--- src/rtl/strand_loader.sv ---
// Serial strand front-end: packs incoming bits into DATA_WIDTH-bit words, buffers
// completed strands in a small FIFO and presents them with load_prep/load_on framing.
module strand_loader #(
    parameter int DATA_WIDTH  = 32,
    parameter int STACK_DEPTH = 16,
    parameter int FIFO_DEPTH  = 4
) (
    input  logic                  clk,
    input  logic                  rst_n,
    input  logic                  bit_in,
    input  logic                  bit_valid,
    input  logic                  strand_end,
    input  logic                  cluster_end,
    output logic                  in_ready,
    input  logic                  out_stall,
    output logic [DATA_WIDTH-1:0] data_out,
    output logic [31:0]           N_out,
    output logic                  load_prep,
    output logic                  load_on,
    output logic                  overflow,
    output logic                  dropped,
    output logic                  cluster_done
);

    localparam int LW = $clog2(DATA_WIDTH + 1);
    localparam int AW = $clog2(FIFO_DEPTH);
    localparam int CW = $clog2(STACK_DEPTH + 1);

    localparam logic [LW-1:0] LEN_MAX  = LW'(DATA_WIDTH);
    localparam logic [CW-1:0] CNT_MAX  = CW'(STACK_DEPTH);
    localparam logic [AW:0]   FIFO_CAP = (AW + 1)'(FIFO_DEPTH);

    typedef enum logic {
        S_IDLE    = 1'b0,
        S_COLLECT = 1'b1
    } state_t;

    state_t                state_q;
    logic [DATA_WIDTH-1:0] asm_q;
    logic [LW-1:0]         len_q;
    logic [CW-1:0]         cnt_q;
    logic                  overflow_q;
    logic                  dropped_q;

    logic [DATA_WIDTH-1:0] mem_data_q [FIFO_DEPTH];
    logic [LW-1:0]         mem_len_q  [FIFO_DEPTH];
    logic                  mem_last_q [FIFO_DEPTH];
    logic [AW-1:0]         wr_ptr_q;
    logic [AW-1:0]         rd_ptr_q;
    logic [AW:0]           count_q;

    logic [DATA_WIDTH-1:0] data_out_q;
    logic [31:0]           n_out_q;
    logic                  load_prep_q;
    logic                  load_on_q;
    logic                  cluster_done_q;

    logic                  fifo_full;
    logic                  fifo_empty;
    logic                  acc;
    logic                  fits;
    logic                  strand_done;
    logic                  drop;
    logic                  pop;
    logic                  tail_live;
    logic                  wr_strand;
    logic                  wr_marker;
    logic                  fix_last;
    logic                  wr_en;
    logic [DATA_WIDTH-1:0] asm_d;
    logic [LW-1:0]         len_d;
    logic [DATA_WIDTH-1:0] wr_data;
    logic [LW-1:0]         wr_len;
    logic                  wr_last;
    logic [AW-1:0]         tail_idx;
    logic [AW:0]           count_d;

    always_comb begin
        fifo_full   = (count_q == FIFO_CAP);
        fifo_empty  = (count_q == '0);
        in_ready    = !fifo_full;
        acc         = bit_valid && in_ready;
        fits        = (len_q != LEN_MAX);

        // Bits past DATA_WIDTH are discarded and the length saturates.
        asm_d       = asm_q;
        len_d       = len_q;
        if (fits) begin
            asm_d = asm_q | ({{(DATA_WIDTH-1){1'b0}}, bit_in} << len_q);
            len_d = len_q + LW'(1);
        end

        strand_done = acc && strand_end;
        drop        = strand_done && (cnt_q == CNT_MAX);
        pop         = !fifo_empty && !out_stall;

        // The newest entry is still buffered unless it is the one leaving this edge.
        tail_live   = (count_q - (AW + 1)'(pop)) != '0;
        tail_idx    = wr_ptr_q - AW'(1);

        wr_strand   = strand_done && !drop;
        wr_marker   = drop && cluster_end && !tail_live;
        fix_last    = drop && cluster_end && tail_live;
        wr_en       = wr_strand || wr_marker;

        wr_data     = wr_marker ? '0 : asm_d;
        wr_len      = wr_marker ? '0 : len_d;
        wr_last     = wr_marker ? 1'b1 : cluster_end;

        count_d     = count_q + (AW + 1)'(wr_en) - (AW + 1)'(pop);
    end

    always_ff @(posedge clk or negedge rst_n) begin
        if (!rst_n) begin
            state_q        <= S_IDLE;
            asm_q          <= '0;
            len_q          <= '0;
            cnt_q          <= '0;
            overflow_q     <= 1'b0;
            dropped_q      <= 1'b0;
            wr_ptr_q       <= '0;
            rd_ptr_q       <= '0;
            count_q        <= '0;
            data_out_q     <= '0;
            n_out_q        <= '0;
            load_prep_q    <= 1'b0;
            load_on_q      <= 1'b0;
            cluster_done_q <= 1'b0;
            for (int i = 0; i < FIFO_DEPTH; i++) begin
                mem_data_q[i] <= '0;
                mem_len_q[i]  <= '0;
                mem_last_q[i] <= 1'b0;
            end
        end else begin
            if (acc) begin
                if (!fits) begin
                    overflow_q <= 1'b1;
                end
                if (strand_end) begin
                    state_q <= S_IDLE;
                    asm_q   <= '0;
                    len_q   <= '0;
                end else begin
                    state_q <= S_COLLECT;
                    asm_q   <= asm_d;
                    len_q   <= len_d;
                end
            end

            if (strand_done) begin
                if (cluster_end) begin
                    cnt_q <= '0;
                end else if (!drop) begin
                    cnt_q <= cnt_q + CW'(1);
                end
                if (drop) begin
                    dropped_q <= 1'b1;
                end
            end

            if (wr_en) begin
                mem_data_q[wr_ptr_q] <= wr_data;
                mem_len_q[wr_ptr_q]  <= wr_len;
                mem_last_q[wr_ptr_q] <= wr_last;
                wr_ptr_q             <= wr_ptr_q + AW'(1);
            end
            if (fix_last) begin
                mem_last_q[tail_idx] <= 1'b1;
            end

            // Output word/length hold their value between strobes.
            if (pop) begin
                data_out_q  <= mem_data_q[rd_ptr_q];
                n_out_q     <= 32'(mem_len_q[rd_ptr_q]);
                load_prep_q <= 1'b1;
                load_on_q   <= !mem_last_q[rd_ptr_q];
                rd_ptr_q    <= rd_ptr_q + AW'(1);
            end else begin
                load_prep_q <= 1'b0;
                load_on_q   <= 1'b0;
            end
            cluster_done_q <= load_prep_q && !load_on_q;
            count_q        <= count_d;
        end
    end

    assign data_out     = data_out_q;
    assign N_out        = n_out_q;
    assign load_prep    = load_prep_q;
    assign load_on      = load_on_q;
    assign overflow     = overflow_q;
    assign dropped      = dropped_q;
    assign cluster_done = cluster_done_q;

endmodule

--- config.mk ---
export PLATFORM = sky130hd
export DESIGN_NAME = strand_loader
export DESIGN_NICKNAME = d
export VERILOG_FILES = /design/src/rtl/strand_loader.sv
export SDC_FILE = /design/constraint.sdc
export NUM_CORES = 1
export LEC_CHECK = 0
export ABC_AREA = 1
export BUFFER_PORTS_ARGS = -buffer_cell sky130_fd_sc_hd__buf_2
export CAP_MARGIN = 20
export CORE_ASPECT_RATIO = 1.4
export CORE_MARGIN = 5
export CORE_UTILIZATION = 41
export CTS_CLUSTER_DIAMETER = 200
export DETAILED_ROUTE_END_ITERATION = 6
export GPL_TIMING_DRIVEN = 0
export HOLD_SLACK_MARGIN = 0.08
export SYNTH_ARGS = -nofsm -noshare
export SYNTH_HDL_FRONTEND = slang
export SYNTH_SLANG_ARGS = --single-unit
--- constraint.sdc ---
create_clock -name clk -period 5 [get_ports clk]
set_clock_uncertainty 0.05 [all_clocks]
set_input_delay 0.25 -clock clk [delete_from_list [all_inputs] [get_ports clk]]
set_output_delay 0.25 -clock clk [all_outputs]
set_load 0.03 [all_outputs]
==> results.json <==
{
  "status": "finished, final reports clean",
  "initial_utilization": 0.415,
  "required_ns": 5.37,
  "synth_top_area_frac": 0.517,
  "yosysSeqAreaShare": 0.517,
  "groute.layer.met2.usage": 0.398,
  "first_pass_iters": 5,
  "grt_pass1_wl_um": 58300,
  "global_route.peak_usage_layer": "met2",
  "use_met3": 0.0339,
  "drc": 0,
  "gr-usage-met1": 0.278,
  "drive_gt1_frac": 0.0991,
  "layoutNonFillerInstCount": 2004,
  "synthCells": 1498,
  "dr.first_iter.drc_count": 814,
  "critical_path_cell_count": 16,
  "crit_path_cell_trace": "nor2_1 -> a21oi_2 -> clkbuf_1 -> ha_1 -> nor2_1 -> nor3b_2 -> nand3_4 -> nand2_4 -> buf_4 -> buf_4 -> inv_1 -> ha_1 -> inv_1 -> ha_1 -> fa_1 -> xor2_1",
  "cts.htree.levels": 1,
  "hp-start": "bit_in",
  "critPathCaptureType": "register",
  "async_flop_share": 1.00,
  "critical-path-top-delay-family": "buffers and inverters",
  "grt_overflow_total": 0,
  "final_area_mm2": 0.0139,
  "startpoint": "count_q[1]",
  "min_path_type": "in2reg",
  "syn_area_mm2": 0.0121,
  "ff2ff_path_depth": 16,
  "dp_hpwl_um": 26400,
  "cts_buffers": 26,
  "postPlaceCellArea_mm2": 0.0129,
  "p_clk_frac": 0.267,
  "clockBufferDepth": 3,
  "synth_edf_count": 0,
  "max-cap-violations": 0,
  "worstMarginPinSlew_ns": 0.865,
  "power.internal_uw": 4700,
  "vias": 10500,
  "synth-compound-area-share": 0.0979,
  "power.leakage_uw": 0.00732,
  "gp_congestion": 0.899,
  "ant_nets": 0,
  "max_slew_margin": 0.423,
  "synthFlopType": "dfrtp_1",
  "yosys-top-cells-area": "dfrtp_1, nand2_1, nor2_1",
  "worstSetupPathType": "reg2reg",
  "hold_viol": 0,
  "critPathLaunchType": "register",
  "max_freq_ghz": 0.222,
  "synthSimpleGateAreaFrac": 0.271,
  "rsz0062_at_grt": "no",
  "post-route-period-util": 0.901,
  "tns_ns": 0,
  "drv_slew": 0,
  "portBuffers": 49,
  "seqPwrFrac": 0.351,
  "finalSetupViolations": 0,
  "synth_warnings": 0,
  "swShare": 0.415,
  "fp.dieArea_mm2": 0.0330,
  "fp.dieH_um": 213,
  "synth_top_family_by_area": "simple AND/OR/NAND/NOR gates",
  "rows": 74,
  "cts.sinks": 249,
  "cts_tree": "built",
  "n_fill_cell": 2929,
  "fin_ws_ns": 0.493,
  "yosysMostFrequentCell": "nand2_1",
  "p_comb_frac": 0.382,
  "cpMaxStageDelayCell": "clkbuf_1",
  "root_buffer": "clkbuf_16",
  "die_w_um": 155,
  "diodes": 0,
  "reg2reg_from": "count_q[1]",
  "synth_adder_area_share": 0.0172,
  "crit_buf_inv": 5,
  "placedCellCount": 1954,
  "worstPathMaxFanout": 12,
  "synth_top_cell_by_area": "dfrtp_1",
  "power_switching_uw": 3330,
  "grt_util_all_layers": 0.225,
  "worst_hold_slack_ns": 0.154,
  "synth_cell_types": 37,
  "crit_path_frequent_cell": "ha_1",
  "critical_path_arrival_ns": 4.87,
  "period_minus_slack_ns": 4.51,
  "slowest_delay_ns": 0.71,
  "area_growth_pct": 15.4,
  "p_per_area_mw_per_mm2": 578,
  "post_cts_buffers": 0,
  "synth_seq_cells": 249,
  "nNetsFinal": 1628,
  "yosys-top-cells-count": "nand2_1, dfrtp_1, nor2_1",
  "worstSkewPairLatency_ns": 0.54,
  "post_drt_wl_per_cell_um": 18.4,
  "grt_max_degree": 117,
  "io_pins": 77,
  "synthMuxAreaShare": 0.00187,
  "dp_worst_setup_slack_ns": 0.168,
  "ir_drop_uv": 242,
  "routed_via_density": 5.22,
  "core_area_mm2": 0.0291,
  "wirelength_um": 36800,
  "hold_path_depth": 5,
  "postSynthAreaPerCell_um2": 8.05,
  "synth_xor_area_frac": 0.00509,
  "grt_pass1_vias": 10300,
  "clk_pin_slew_ns": 0.06,
  "antenna_found_initial": 0
}
[routing by layer]
layer | vias up | share of wire
met2 | 345 | 0.50
li1 | 5004 | -
met1 | 5041 | 0.40
met5 | - | 0
met3 | 72 | 0.065
met4 | 0 | 0.037
[metrics by stage]
stage                     power, uW  utilization
after floorplan                4850            -
after global placement         5870        0.443
after detailed placement       5920        0.445
after CTS                      8080        0.478
after global routing           8530        0.478
final                          8030        0.478
[placed cells by master, fill, tap and decap left out, types with 3 or more instances in the layout]
cell type	count
nand4_1	30
xor2_1	6
a31oi_1	38
clkbuf_1	71
buf_6	8
dlygate4sd3_1	3
clkinv_2	5
buf_1	9
buf_2	59
o211ai_1	21
clkbuf_16	27
inv_1	100
ha_1	15
buf_4	35
nor3_1	4
bufinv_16	5
inv_2	3
o21ai_0	115
o21bai_1	19
nand2_1	386
o22ai_1	3
nand3_1	149
conb_1	26
dfrtp_1	249
clkbuf_8	5
a21oi_1	4
nor2_1	208
[tightest hold or removal path: cells and delay by family]
kind                   cells  cell delay, ns
buffers and inverters      2            0.16
AO/OA/AOI/OAI              2            0.22
AND/OR/NAND/NOR            1            0.08
[final cells by class]
type	instances	area (um^2)	area share
plain buffers	129	689	0.0496
flip-flops and latches	249	6230	0.448
repair buffers	54	340	0.0245
multi-input cells	1041	4840	0.348
well taps	380	475	0.0342
clock buffers	37	763	0.0549
clock inverters	10	175	0.0126
inverters	104	390	0.0281
[flip-flops by register name (all words and copies together) (netlist names)]
register,count
mem_data_q,128
asm_q,32
data_out,32
mem_len_q,24
N_out,6
len_q,6
cnt_q,5
mem_last_q,4
count_q,3
rd_ptr_q,2
wr_ptr_q,2
cluster_done,1
dropped,1
load_on,1
load_prep,1
overflow,1
[power by group through the flow]
stage	logic, uW	registers, uW	clock network (uW)
finish	3070	2820	2140
global route	3390	2880	2260
CTS	3080	2820	2180
detailed placement	3070	2850	0
global placement	3030	2840	0
floorplan	1710	3130	0
[final timing paths]
check / endpoint / slack, ns
worst max-delay path: count_q[2] / 0.49
min in group asynchronous: load_on / 0.18
worst min register to register: cluster_done / 0.39
max in group asynchronous: mem_data_q[84] / 3.73
worst min-delay path: asm_q[31] / 0.15
worst max register to register: count_q[2] / 0.49
[repair_timing]
action                     CTS  global route
setup endpoints to repair    0             2
gates resized for setup      0             1
hold endpoints to repair   140             0
hold buffers                 3             0
[kinds of logic after synthesis]
kind of cell               after synthesis
muxes                                    2
adders and majority gates               16
DFF                                    249
xor gates and xnor gates                 7
other                                    1
and+or+nand+nor                        786
buffers and inverters                  233
AOI/OAI and AO/OA                      204
No activity file was read; power rests on OpenSTA's default activity.
